===== config.mk =====
export PLATFORM = sky130hd
export DESIGN_NAME = rom_fetch_unit
export DESIGN_NICKNAME = d
export VERILOG_FILES = /design/src/rtl/fetch_pkg.sv /design/src/rtl/sm83_len_decode.sv /design/src/rtl/rom_fetch_unit.sv
export SDC_FILE = /design/constraint.sdc
export NUM_CORES = 1
export LEC_CHECK = 0
export ABC_AREA = 1
export CAP_MARGIN = 25
export CORE_MARGIN = 2
export CORE_UTILIZATION = 56
export CTS_BUF_LIST = sky130_fd_sc_hd__clkbuf_4
export CTS_CLUSTER_DIAMETER = 60
export CTS_CLUSTER_SIZE = 16
export DETAILED_ROUTE_END_ITERATION = 8
export PLACE_DENSITY = 0.93
export RECOVER_POWER = 50
export SYNTH_ARGS = -nofsm -noshare
export SYNTH_HDL_FRONTEND = slang
export SYNTH_SLANG_ARGS = --single-unit

===== constraint.sdc =====
create_clock -name CLK -period 4.07 [get_ports CLK]
set_input_delay 0.6105 -clock CLK [delete_from_list [all_inputs] [get_ports CLK]]
set_output_delay 0.6105 -clock CLK [all_outputs]
set_load 0.005 [all_outputs]

===== src/rtl/fetch_pkg.sv =====
// Shared types and SM83 opcode-length helpers for the ROM fetch unit.
package fetch_pkg;

  typedef enum logic [2:0] {
    IDLE   = 3'd0,
    ISSUE  = 3'd1,
    CAP_OP = 3'd2,
    CAP_B1 = 3'd3,
    CAP_B2 = 3'd4
  } fetch_state_t;

  localparam logic [7:0] CB_PREFIX_OP = 8'hCB;

  // Total instruction length in bytes (opcode plus immediates).
  function automatic logic [1:0] sm83_len(input logic [7:0] op);
    logic [1:0] len;
    case (op)
      8'h06, 8'h0E, 8'h16, 8'h1E, 8'h26, 8'h2E, 8'h36, 8'h3E,
      8'h10,
      8'h18, 8'h20, 8'h28, 8'h30, 8'h38,
      8'hC6, 8'hCE, 8'hD6, 8'hDE, 8'hE6, 8'hEE, 8'hF6, 8'hFE,
      8'hE0, 8'hF0, 8'hE8, 8'hF8,
      8'hCB:                                        len = 2'd2;
      8'h01, 8'h11, 8'h21, 8'h31,
      8'h08,
      8'hC2, 8'hC3, 8'hC4, 8'hCA, 8'hCC, 8'hCD, 8'hD2, 8'hD4, 8'hDA, 8'hDC,
      8'hEA, 8'hFA:                                 len = 2'd3;
      default:                                      len = 2'd1;
    endcase
    return len;
  endfunction

  function automatic logic sm83_illegal(input logic [7:0] op);
    logic ill;
    case (op)
      8'hD3, 8'hDB, 8'hDD, 8'hE3, 8'hE4, 8'hEB,
      8'hEC, 8'hED, 8'hF4, 8'hFC, 8'hFD: ill = 1'b1;
      default:                           ill = 1'b0;
    endcase
    return ill;
  endfunction

endpackage


===== src/rtl/sm83_len_decode.sv =====
// Combinational opcode -> {length, illegal} decoder.
// Illegal-opcode flagging is compiled only with FETCH_ILLEGAL_DETECT_EN.
module sm83_len_decode
  import fetch_pkg::*;
(
  input  logic [7:0] op_i,
  output logic [1:0] len_o,
  output logic       illegal_o
);

`ifdef FETCH_ILLEGAL_DETECT_EN
  // Undefined opcodes are fetched as single bytes so the core can trap on them.
  assign illegal_o = sm83_illegal(op_i);
  assign len_o     = illegal_o ? 2'd1 : sm83_len(op_i);
`else
  assign illegal_o = 1'b0;
  assign len_o     = sm83_len(op_i);
`endif

endmodule


===== src/rtl/rom_fetch_unit.sv =====
// SM83 instruction fetch: reads opcode + immediates from a 1-cycle ROM and
// presents the assembled instruction for one cycle. Optional: FETCH_ILLEGAL_DETECT_EN.
module rom_fetch_unit
  import fetch_pkg::*;
#(
  parameter int ADDR_W = 16
) (
  input  logic              CLK,
  input  logic              RST,
  input  logic              START,
  input  logic [ADDR_W-1:0] PC,
  output logic              BUSY,
  output logic              VALID,
  output logic [7:0]        OPCODE,
  output logic [15:0]       IMM,
  output logic [1:0]        LEN,
  output logic              CB_PREFIX,
  output logic [ADDR_W-1:0] NEXT_PC,
  output logic              ILLEGAL,
  output logic [ADDR_W-1:0] ROM_ADDR,
  output logic              ROM_RE,
  input  logic [7:0]        ROM_DATA
);

  fetch_state_t      state_q, state_d;
  logic [ADDR_W-1:0] pc_q, pc_d, addr_q, addr_d, npc_q, npc_d;
  logic [7:0]        op_q, op_d, b1_q, b1_d, opcode_q, opcode_d;
  logic [1:0]        lenw_q, lenw_d, len_q, len_d;
  logic              illw_q, illw_d, ill_q, ill_d;
  logic [15:0]       imm_q, imm_d;
  logic              cb_q, cb_d, valid_q, valid_d, busy_q;
  logic [1:0]        dec_len;
  logic              dec_ill;

  sm83_len_decode u_dec (
    .op_i      (ROM_DATA),
    .len_o     (dec_len),
    .illegal_o (dec_ill)
  );

  function automatic logic [ADDR_W-1:0] pc_add(input logic [ADDR_W-1:0] a, input logic [1:0] n);
    return a + {{(ADDR_W-2){1'b0}}, n};
  endfunction

  always_comb begin
    state_d  = state_q;
    pc_d     = pc_q;
    addr_d   = addr_q;
    op_d     = op_q;
    b1_d     = b1_q;
    lenw_d   = lenw_q;
    illw_d   = illw_q;
    valid_d  = 1'b0;
    opcode_d = opcode_q;
    imm_d    = imm_q;
    len_d    = len_q;
    cb_d     = cb_q;
    npc_d    = npc_q;
    ill_d    = ill_q;
    // addr_d is the address presented during the state being entered.
    case (state_q)
      IDLE: begin
        if (START) begin
          pc_d    = PC;
          addr_d  = PC;
          state_d = ISSUE;
        end
      end
      ISSUE: begin
        addr_d  = pc_add(pc_q, 2'd1);
        state_d = CAP_OP;
      end
      CAP_OP: begin
        op_d   = ROM_DATA;
        lenw_d = dec_len;
        illw_d = dec_ill;
        if (dec_len == 2'd1) begin
          valid_d  = 1'b1;
          opcode_d = ROM_DATA;
          imm_d    = 16'h0000;
          len_d    = 2'd1;
          cb_d     = (ROM_DATA == CB_PREFIX_OP);
          npc_d    = pc_add(pc_q, 2'd1);
          ill_d    = dec_ill;
          state_d  = IDLE;
        end else begin
          addr_d  = pc_add(pc_q, 2'd2);
          state_d = CAP_B1;
        end
      end
      CAP_B1: begin
        b1_d = ROM_DATA;
        if (lenw_q == 2'd2) begin
          valid_d  = 1'b1;
          opcode_d = op_q;
          imm_d    = {8'h00, ROM_DATA};
          len_d    = 2'd2;
          cb_d     = (op_q == CB_PREFIX_OP);
          npc_d    = pc_add(pc_q, 2'd2);
          ill_d    = illw_q;
          state_d  = IDLE;
        end else begin
          state_d = CAP_B2;
        end
      end
      CAP_B2: begin
        valid_d  = 1'b1;
        opcode_d = op_q;
        imm_d    = {ROM_DATA, b1_q};
        len_d    = 2'd3;
        cb_d     = (op_q == CB_PREFIX_OP);
        npc_d    = pc_add(pc_q, 2'd3);
        ill_d    = illw_q;
        state_d  = IDLE;
      end
      default: state_d = IDLE;
    endcase
  end

  always_ff @(posedge CLK or posedge RST) begin
    if (RST) begin
      state_q  <= IDLE;
      pc_q     <= '0;
      addr_q   <= '0;
      op_q     <= '0;
      b1_q     <= '0;
      lenw_q   <= '0;
      illw_q   <= 1'b0;
      valid_q  <= 1'b0;
      busy_q   <= 1'b0;
      opcode_q <= '0;
      imm_q    <= '0;
      len_q    <= '0;
      cb_q     <= 1'b0;
      npc_q    <= '0;
      ill_q    <= 1'b0;
    end else begin
      state_q  <= state_d;
      pc_q     <= pc_d;
      addr_q   <= addr_d;
      op_q     <= op_d;
      b1_q     <= b1_d;
      lenw_q   <= lenw_d;
      illw_q   <= illw_d;
      valid_q  <= valid_d;
      busy_q   <= (state_d != IDLE);
      opcode_q <= opcode_d;
      imm_q    <= imm_d;
      len_q    <= len_d;
      cb_q     <= cb_d;
      npc_q    <= npc_d;
      ill_q    <= ill_d;
    end
  end

  assign BUSY      = busy_q;
  assign VALID     = valid_q;
  assign OPCODE    = opcode_q;
  assign IMM       = imm_q;
  assign LEN       = len_q;
  assign CB_PREFIX = cb_q;
  assign NEXT_PC   = npc_q;
  assign ILLEGAL   = ill_q;
  assign ROM_ADDR  = addr_q;
  assign ROM_RE    = (state_q != IDLE);

endmodule


# Word level (Yosys, flattened, before mapping)
# Index checks and enable logic that the tools add are counted.
# classes
add_sub_neg,3
mul,0
div_mod_pow,0
magnitude_cmp,0
n_eq_ne,55
shift,0
muxes,29
bitwise,0
reduce_logical,10
# ops
op,n
8-bit == test (second input constant),26
16-bit one-hot mux with 3 select lines,3
16-bit two-way mux,6
8-bit by 6-bit == test with 1-bit output (second input constant),10
8-bit by 5-bit == test with 1-bit output (second input constant),5
16-bit by 2-bit adder with 16-bit output (second input constant),2
27-bit OR reduction,1
8-bit one-hot mux with 3 select lines,1
17-bit OR reduction,1
16-bit by 1-bit adder with 16-bit output (second input constant),1
8-bit by 4-bit == test with 1-bit output (second input constant),2
8-bit two-way mux,2
3-bit one-hot mux with 4 select lines,1
3-bit nonzero test,4
1-bit one-hot mux with 3 select lines,3
8-bit by 1-bit == test with 1-bit output (second input constant),1
8-bit by 3-bit == test with 1-bit output (second input constant),1
2-bit != test (second input constant),4
3-bit by 2-bit == test with 1-bit output (second input constant),2
1-bit two-way mux,6
2-bit two-way mux,3
3-bit two-way mux,2
2-bit one-hot mux with 3 select lines,1
3-bit AND reduction,2
other kinds (7),7
# word_totals
ff_bits,99
latchBits,0
ram_bits,0
romBits,0
in_bits,27
out_inout_bits,63
wordCells,111
n_memories,0

# Longest topological paths before layout
# Gate-level depths: netlist of run 1.
# logic_depth
depth_word,7
depth_mapped,14
depth_no_buf,13

# Hierarchy
# Synthesis of run 1 repeated with hierarchy kept, for this count alone.
# unflattened
cells_unflattened,769
area_unflattened_um2,5544.1
# by_module_without_submodules
module,n_inst,cells_each,area_per_inst_um2,seq_area_each_um2
rom_fetch_unit,1,716,5303.8,2502.4
sm83_len_decode,1,53,240.2,0.0

# Worst setup path after synthesis of run 1
# No wires, ideal clock.
# synth_path
kind,input-to-reg
startpoint,input port ROM_DATA[1]
endpoint,"register addr_q[4], in the netlist ROM_ADDR[4]"
setup_ns,0.117
arrival_ns,1.704
t_required_ns,3.953
path_slack_ns,2.249
path_stages,12
n_path_buf,2
cell_sequence,buf_2 > inv_2 > nor2_1 > nand3_1 > nand2_1 > nor2_1 > nand3_2 > nand2_4 > nand3_2 > buf_4 > nand2_1 > nand2_1
# synth_via
elab_chain_cells,6
word_cells_on_any_way,50
classes_between,eq/ne (46); mux (1); reduce/logical (3)
# synth_rtl
element,line,source
start: declaration,rom_fetch_unit.sv:22,input logic [7:0] ROM_DATA
8-bit == test (tied with other cells),fetch_pkg.sv:17,case (op)
27-bit OR reduction / 17-bit OR reduction (equally long branches),fetch_pkg.sv:17,
2-bit one-hot mux with 2 select lines (*),fetch_pkg.sv:17,
2-bit by 1-bit == test with 1-bit output (*),rom_fetch_unit.sv:77,if (dec_len == 2'd1) begin
2-bit != test (no source line) (*),n/a,
3-bit AND reduction (no source line) (*),n/a,
end signal: assignment,rom_fetch_unit.sv:140,addr_q <= addr_d;
end: declaration,rom_fetch_unit.sv:26,"logic [ADDR_W-1:0] pc_q, pc_d, addr_q, addr_d, npc_q, npc_d;"
# Every way passes the cells marked *; elsewhere a longest branch is shown, timed or not.
# A chain may end at the register's enable or synchronous reset.

# Final worst setup path of run 1
# layout_path
startpoint,register state_q[2]
endpoint,"register imm_q[14], in the netlist IMM[14]"
# layout_via
elab_chain_cells,3
word_cells_on_any_way,8
classes_between,eq/ne (5); mux (1); reduce/logical (2)
# layout_rtl
element,line,source
start: declaration,rom_fetch_unit.sv:25,"fetch_state_t state_q, state_d;"
start signal: assignment,rom_fetch_unit.sv:138,state_q <= state_d;
3-bit by 2-bit == test with 1-bit output / 3-bit == test (equally long branches),rom_fetch_unit.sv:61,case (state_q)
2-bit != test (no source line) / 3-bit nonzero test (equally long branches),n/a,
3-bit AND reduction (no source line),n/a,
end signal: assignment,rom_fetch_unit.sv:148,imm_q <= imm_d;
end: declaration,rom_fetch_unit.sv:30,"logic [15:0] imm_q, imm_d;"
# Several ways; a longest one is shown, not always the timed one.

==> metrics.md, run 1 <==
| Metric | Value |
|---|---|
| Die footprint | 10600 sq um |
| Initial antenna violation count | 0 |
| Startpoint types | register |
| Clock share of power | 0.107 |
| Netlist cell types | 31 |
| Hpwl dp | 10500 um |
| Ys Warns | 0 |
| GPL Wtd Cong | 1.01 |
| Top FF cell, synth | dfrtp_1 |
| Clk slew on worst S/H paths | 180 ps |
| Cells along the critical path | inv_1 > nand3_2 > clkbuf_1 > nand2_1 > o21ai_0 > inv_2 > nand2_4 > buf_4 > nand2_1 > o21ai_0 |
| Crit path largest cell delay | 920 ps |
| GRT overflow | 0 |
| Peak supply drop | 0.546 mV |
| Failing checks | capacitance limit, slew limit |
| Cells after Synth | 751 |
| Fin area | 6540 sq um |
| Setup TNS | 0 ps |
| Synth area leader | dfrtp_1 |
| Required time of the critical path | 4490 ps |
| Io pins | 90 |
| Largest net degree at the start of global routing | 43 |
| Seq cells post-synth | 98 |
| Via-per-instance ratio | 5.67 |
| Core Area | 9640 sq um |
| Starting DRT DRC Count | 547 |
| Cts hold-fix bufs | 0 |
| Pwr dens | 770 nW/um^2 |
| Leakage | 0.00314 uW |
| WS Path Type | reg -> reg |
| Root Driver | clkbuf_4 |
| Synth Cell Area | 5470 sq um |
| Arrival time worst endpoint | 3440 ps |
| Async set-reset flop share out of synthesis | 1.00 |
| Clk_skew | 20.7 ps |
| Synth Area per Inst | 7.28 sq um |
| DRC viols | 0 |
| P_int | 2680 uW |
| Ranking of synthesized cells by area | dfrtp_1 (45%), nand2_1 (18%), o21ai_0 (6.2%), nand3_1 (5.9%), inv_1 (4.5%) |
| Vias in the first global route | 4774 |
| Antenna Nets Post-Route | 0 |
| P_sw | 2350 uW |
| Max-Cap Viols | 1 |
| Sequential fraction of the synthesis area | 0.449 |
| H-tree depth | 3 |
| Fillers | 823 |
| Final core utilization | 0.678 |
| Tmin final | 3020 ps |
| Post_cts resized | 0 |
| Initial Utilization | 0.567 |
| Later-pin clock latency in the skew report | 490 ps |
| Layout Nets | 852 |
| Critical Path Fanout Max | 42 |
| Clk buf depth | 2 |
| Crit share post-route | 0.742 |
| Final setup fails | 0 |
| Routed wire length | 14800 um |
| Cell family with most CP delay | buffers and inverters |
| GRT Total Usage | 0.291 |
| Sequential Power Share | 0.358 |
| Slew Limit Fails | 36 |
| Via count | 5440 |
| Placed inst area | 6390 sq um |
| Status | finished, violations left |
| IO buf count | 88 |
| CTS Buf Count | 9 |
| Worst min-delay path class | reg -> reg |
| First-pass GRT wire length | 23800 um |
| Top cells by count, synth | nand2_1 (257), dfrtp_1 (98), o21ai_0 (68) |
| FMAX | 331 MHz |
| Sw Share | 0.467 |
| Share of the synthesized area in the top cell type | 0.449 |
| WHS | 474 ps |
| Row count | 36 |
| N_diodes | 0 |
| CTS tree | built |
| Final Hold Viols | 0 |
| Logic gate share of total power | 0.534 |
| Setup ws final | 1050 ps |
| Layout cell share with drive strength beyond 1 | 0.0460 |
| EDFF count, synth | 0 |
| Pre-antenna DRT Iters | 5 |
| Critical Path End Type | register |
| P&R area growth vs syn | 19.6% |
| Slew HR | -0.0589 |
| Clock Sinks | 98 |
| Avg WL per Cell | 15.4 um |
| CP max stage cell | clkbuf_1 |
| Die H | 103 um |
| Pre-CTS setup slack | 1110 ps |
| Die width | 103 um |
| Buffers & Inverters on Critical Path | 4 |
| Count leader, synth | nand2_1 |
| RSZ-0062 raised after global routing | no |
| Worst-margin pin slew | 1580 ps |
| Synth Net Count | 782 |
| Post-CTS setup buffer count | 0 |
==> logic make-up (layout without fill, tap and decap cells) <==
logic type                 count (synthesis)  after routing  synth area share
AOI/OAI and AO/OA                        121            121             0.120
xor gates and xnor gates                  16             16            0.0256
adders and majority gates                  4              4           0.00915
buffers and inverters                    108            183            0.0819
DFF                                       98             98             0.449
other                                      1              1          0.000686
and+or+nand+nor                          403            403             0.314
==> stage by stage <==
step	std cells	total power (uW)
2_1_floorplan	751	3410
3_3_place_gp	943	4380
3_5_place_dp	943	4440
4_1_cts	959	5000
5_1_grt	959	5450
6_report	959	5030
==> state kept, by name (all words and copies together) (netlist names) <==
register,count
IMM,16
NEXT_PC,16
ROM_ADDR,16
pc_q,16
OPCODE,8
b1_q,8
op_q,8
state_q,3
LEN,2
lenw_q,2
BUSY,1
CB_PREFIX,1
VALID,1
==> cell type report <==
type,instances,area (sq um),area share
multi-input cells,545,2570,0.393
flip-flops and latches,98,2450,0.375
repair buffers,95,926,0.142
inverters,72,272,0.0415
well taps,133,166,0.0255
clock inverters,7,86.3,0.0132
clock buffers,9,67.6,0.0103
==> power groups by stage <==
stage,logic (uW),clock network (uW),registers (uW)
2_1_floorplan,1670,0,1740
3_3_place_gp,2570,0,1800
3_5_place_dp,2640,0,1800
4_1_cts,2670,545,1790
5_1_grt,3010,584,1850
6_report,2690,540,1800
==> layout by cell type (no fill, tap or decap), drive strengths merged <==
cell type,netlist,final
conb,1,1
o21ai,86,86
nand2,259,259
xor2,14,14
and3,1,1
clkbuf,20,11
nand4,23,23
ha,4,4
nor4,1,1
xnor2,2,2
a21oi,16,16
nand3,67,67
o221ai,7,7
dlygate4sd3,0,6
o211ai,6,6
inv,72,73
clkinv,0,5
nor3,7,7
dfrtp,98,98
clkdlybuf4s50,0,82
nor2,44,44
buf,16,5
a31oi,2,2
o22ai,4,4
clkinvlp,0,1
or2,1,1
==> layer usage <==
metal  GRT usage  routed length (um)
met1       0.455                6680
met2       0.421                6430
met3      0.0373                1370
met4      0.0972                 316
met5           0                   0
==> worst paths after layout <==
path	endpoint	startpoint	slack, ps	cells past startpoint
max	IMM[14]	state_q[2]	1050	10
min	state_q[2]	lenw_q[1]	470	1
max reg2reg	IMM[14]	state_q[2]	1050	10
min reg2reg	state_q[2]	lenw_q[1]	470	1
max in group asynchronous	NEXT_PC[12]	RST	2080	3
min in group asynchronous	OPCODE[7]	RST	910	2
No activity file was read; power rests on OpenSTA's default activity.
==> run 2, diff against run 1 <==
--- a/config.mk
+++ b/config.mk
@@ -8,12 +8,12 @@
 export ABC_AREA = 1
 export CAP_MARGIN = 25
 export CORE_MARGIN = 2
-export CORE_UTILIZATION = 56
+export CORE_UTILIZATION = 50
 export CTS_BUF_LIST = sky130_fd_sc_hd__clkbuf_4
 export CTS_CLUSTER_DIAMETER = 60
 export CTS_CLUSTER_SIZE = 16
 export DETAILED_ROUTE_END_ITERATION = 8
-export PLACE_DENSITY = 0.93
+export PLACE_DENSITY = 0.89
 export RECOVER_POWER = 50
 export SYNTH_ARGS = -nofsm -noshare
 export SYNTH_HDL_FRONTEND = slang
==> constraint.sdc (replaced) <==
create_clock -name CLK -period 2.7 [get_ports CLK]
set_input_delay 0.405 -clock CLK [delete_from_list [all_inputs] [get_ports CLK]]
set_output_delay 0.405 -clock CLK [all_outputs]
set_load 0.005 [all_outputs]
==> run 2 against run 1 <==
Effect of this change: the flow now finishes without violations; cell count rose by 1.6%; sequential cell count did not move; worst setup slack got worse by 530 ps; critical endpoint is now ROM_ADDR[4]; largest cell class unchanged; maximum frequency rose by 38%; register-to-register slack got worse by 530 ps; sequential share of layout area fell by 0.27 points.
==> metrics.md, run 2 (synthesized netlist as in run 1, its figures left out) <==
| Metric | Value |
|---|---|
| Layout Nets | 859 (was 852) |
| GRT overflow | 0 (unchanged) |
| Die footprint | 11800 sq um (was 10600 sq um) |
| Setup ws final | 516 ps (was 1050 ps) |
| Critical Path End Type | register (unchanged) |
| Setup TNS | 0 ps (unchanged) |
| Cells along the critical path | nor3_1 > buf_4 > inv_1 > nand2_1 > inv_1 > nand2_1 > o221ai_1 > nand2_1 > nand2_1 (was inv_1 > nand3_2 > clkbuf_1 > nand2_1 > o21ai_0 > inv_2 > nand2_4 > buf_4 > nand2_1 > o21ai_0) |
| P&R area growth vs syn | 20.4% (was 19.6%) |
| H-tree depth | 3 (unchanged) |
| DRC viols | 0 (unchanged) |
| Required time of the critical path | 3080 ps (was 4490 ps) |
| Starting DRT DRC Count | 574 (was 547) |
| Post_cts resized | 0 (unchanged) |
| Leakage | 0.00316 uW (was 0.00314 uW) |
| Root Driver | clkbuf_4 (unchanged) |
| CTS tree | built (unchanged) |
| Worst-margin pin slew | 1300 ps (was 1580 ps) |
| Final Power | 7630 uW (was 5030 uW) |
| Die width | 109 um (was 103 um) |
| Critical Path Fanout Max | 24 (was 42) |
| Row count | 38 (was 36) |
| Peak supply drop | 0.637 mV (was 0.546 mV) |
| Die H | 109 um (was 103 um) |
| Via-per-instance ratio | 5.46 (was 5.67) |
| CTS Buf Count | 9 (unchanged) |
| Commonest non-fill, non-tap cell in the layout | nand2_1 (unchanged) |
| Startpoint types | register (unchanged) |
| Most frequent cells in the layout | nand2_1 (258), dfrtp_1 (98), clkdlybuf4s50_1 (86), o21ai_0 (68) (was nand2_1 (257), dfrtp_1 (98), clkdlybuf4s50_1 (82), o21ai_0 (68), inv_1 (65)) |
| Max-Cap Viols | 0 (was 1) |
| Routed wire length | 14600 um (was 14800 um) |
| GPL Wtd Cong | 0.973 (was 1.01) |
| Initial antenna violation count | 1 (was 0) |
| IO buf count | 88 (unchanged) |
| Pre-CTS setup slack | 279 ps (was 1110 ps) |
| Initial Utilization | 0.509 (was 0.567) |
| Slew Limit Fails | 0 (was 36) |
| RSZ-0062 raised after global routing | no (unchanged) |
| Arrival time worst endpoint | 2560 ps (was 3440 ps) |
| CP max stage cell | dfrtp_1 (was clkbuf_1) |
| Clk_skew | 19.7 ps (was 20.7 ps) |
| GRT Total Usage | 0.261 (was 0.291) |
| Via count | 5315 (was 5440) |
| Cts hold-fix bufs | 0 (unchanged) |
| FMAX | 458 MHz (was 331 MHz) |
| Io pins | 90 (unchanged) |
| Pwr dens | 1160 nW/um^2 (was 770 nW/um^2) |
| Post-CTS setup buffer count | 0 (unchanged) |
| Worst min-delay path class | reg -> reg (unchanged) |
| Clk buf depth | 2 (unchanged) |
| Status | complete, no violations (was finished, violations left) |
| Buffers & Inverters on Critical Path | 3 (was 4) |
| Layout cell share with drive strength beyond 1 | 0.0504 (was 0.0460) |
| Antenna Nets Post-Route | 0 (unchanged) |
| Clock Sinks | 98 (unchanged) |
| Later-pin clock latency in the skew report | 480 ps (was 490 ps) |
| First-pass GRT wire length | 23700 um (was 23800 um) |
| Tmin final | 2180 ps (was 3020 ps) |
| Core Area | 10700 sq um (was 9640 sq um) |
| Slew HR | 0.130 (was -0.0589) |
| Hpwl dp | 10500 um (about the same) |
| Vias in the first global route | 4713 (was 4774) |
| Clk slew on worst S/H paths | 160 ps (was 180 ps) |
| Crit share post-route | 0.809 (was 0.742) |
| Final core utilization | 0.613 (was 0.678) |
| CP most frequent cell | nand2_1 |
| Crit path largest cell delay | 450 ps (was 920 ps) |
| Largest net degree at the start of global routing | 99 (was 43) |
| Avg WL per Cell | 15.0 um (was 15.4 um) |
| Final setup fails | 0 (unchanged) |
| WS Path Type | reg -> reg (unchanged) |
| Final Hold Viols | 0 (unchanged) |
| Cell family with most CP delay | buffers and inverters (unchanged) |
| Pre-antenna DRT Iters | 6 (was 5) |
==> run 2: cell count changes in the layout (fill, tap and decap cells not counted), sizes merged <==
cell | previous run | this run
clkdlybuf4s50 | 82 | 86
buf | 5 | 11
clkinvlp | 1 | 2
diode | 0 | 1
clkinv | 5 | 4
dlygate4sd3 | 6 | 2
clkbuf | 11 | 12
==> run 2: stage by stage <==
step | std cells | cell area, sq um | hold WS (ps)
6_report | 974 | 6590 | 498
5_1_grt | 974 | 6590 | 476
4_1_cts | 973 | 6630 | 407
3_5_place_dp | 957 | 6490 | 469
3_3_place_gp | 957 | 6490 | 458
2_1_floorplan | 751 | 5470 | 433
==> run 2: where the power goes <==
part | leakage, uW | internal [uW] | switching [uW]
clock | 0.0000688 | 207 | 550
sequential | 0.00123 | 2160 | 544
combinational | 0.00186 | 1770 | 2390
total | 0.00316 | 4140 | 3490
==> run 2: worst paths after layout <==
check	start	endpoint	slack [ps]	depth (start not counted)
setup / recovery	state_q[0]	ROM_ADDR[4]	520	9
hold / removal	lenw_q[1]	state_q[2]	500	1
setup reg to reg	state_q[0]	ROM_ADDR[4]	520	9
hold reg to reg	lenw_q[1]	state_q[2]	500	1
max in group asynchronous	RST	ROM_ADDR[13]	1020	3
min in group asynchronous	RST	NEXT_PC[14]	850	3
==> run 2: worst reg2reg max path, cell delays in order, from the launching register on <==
cell and delay, ps:
dfrtp_1 450, nor3_1 280, buf_4 330, inv_1 290
nand2_1 160, inv_1 150, nand2_1 90, o221ai_1 150
nand2_1 130, nand2_1 60
==> run 2: routing by layer <==
metal	GRT usage	vias to the layer above	part of all wire
met5	0	-	0
met4	0.0760	0	0.021
met3	0.0585	23	0.076
met2	0.375	239	0.44
met1	0.396	2447	0.47
li1	-	2606	-
==> run 2: area by class of cell <==
| type | count | area, sq um |
|---|---|---|
| diodes | 1 | 2.50 |
| clock buffers | 9 | 67.6 |
| clock inverters | 7 | 65.1 |
| fillers | 997 | 4160 |
| inverters | 72 | 274 |
| multi-input cells | 545 | 2540 |
| flip-flops and latches | 98 | 2450 |
| well taps | 140 | 175 |
| repair buffers | 102 | 1000 |
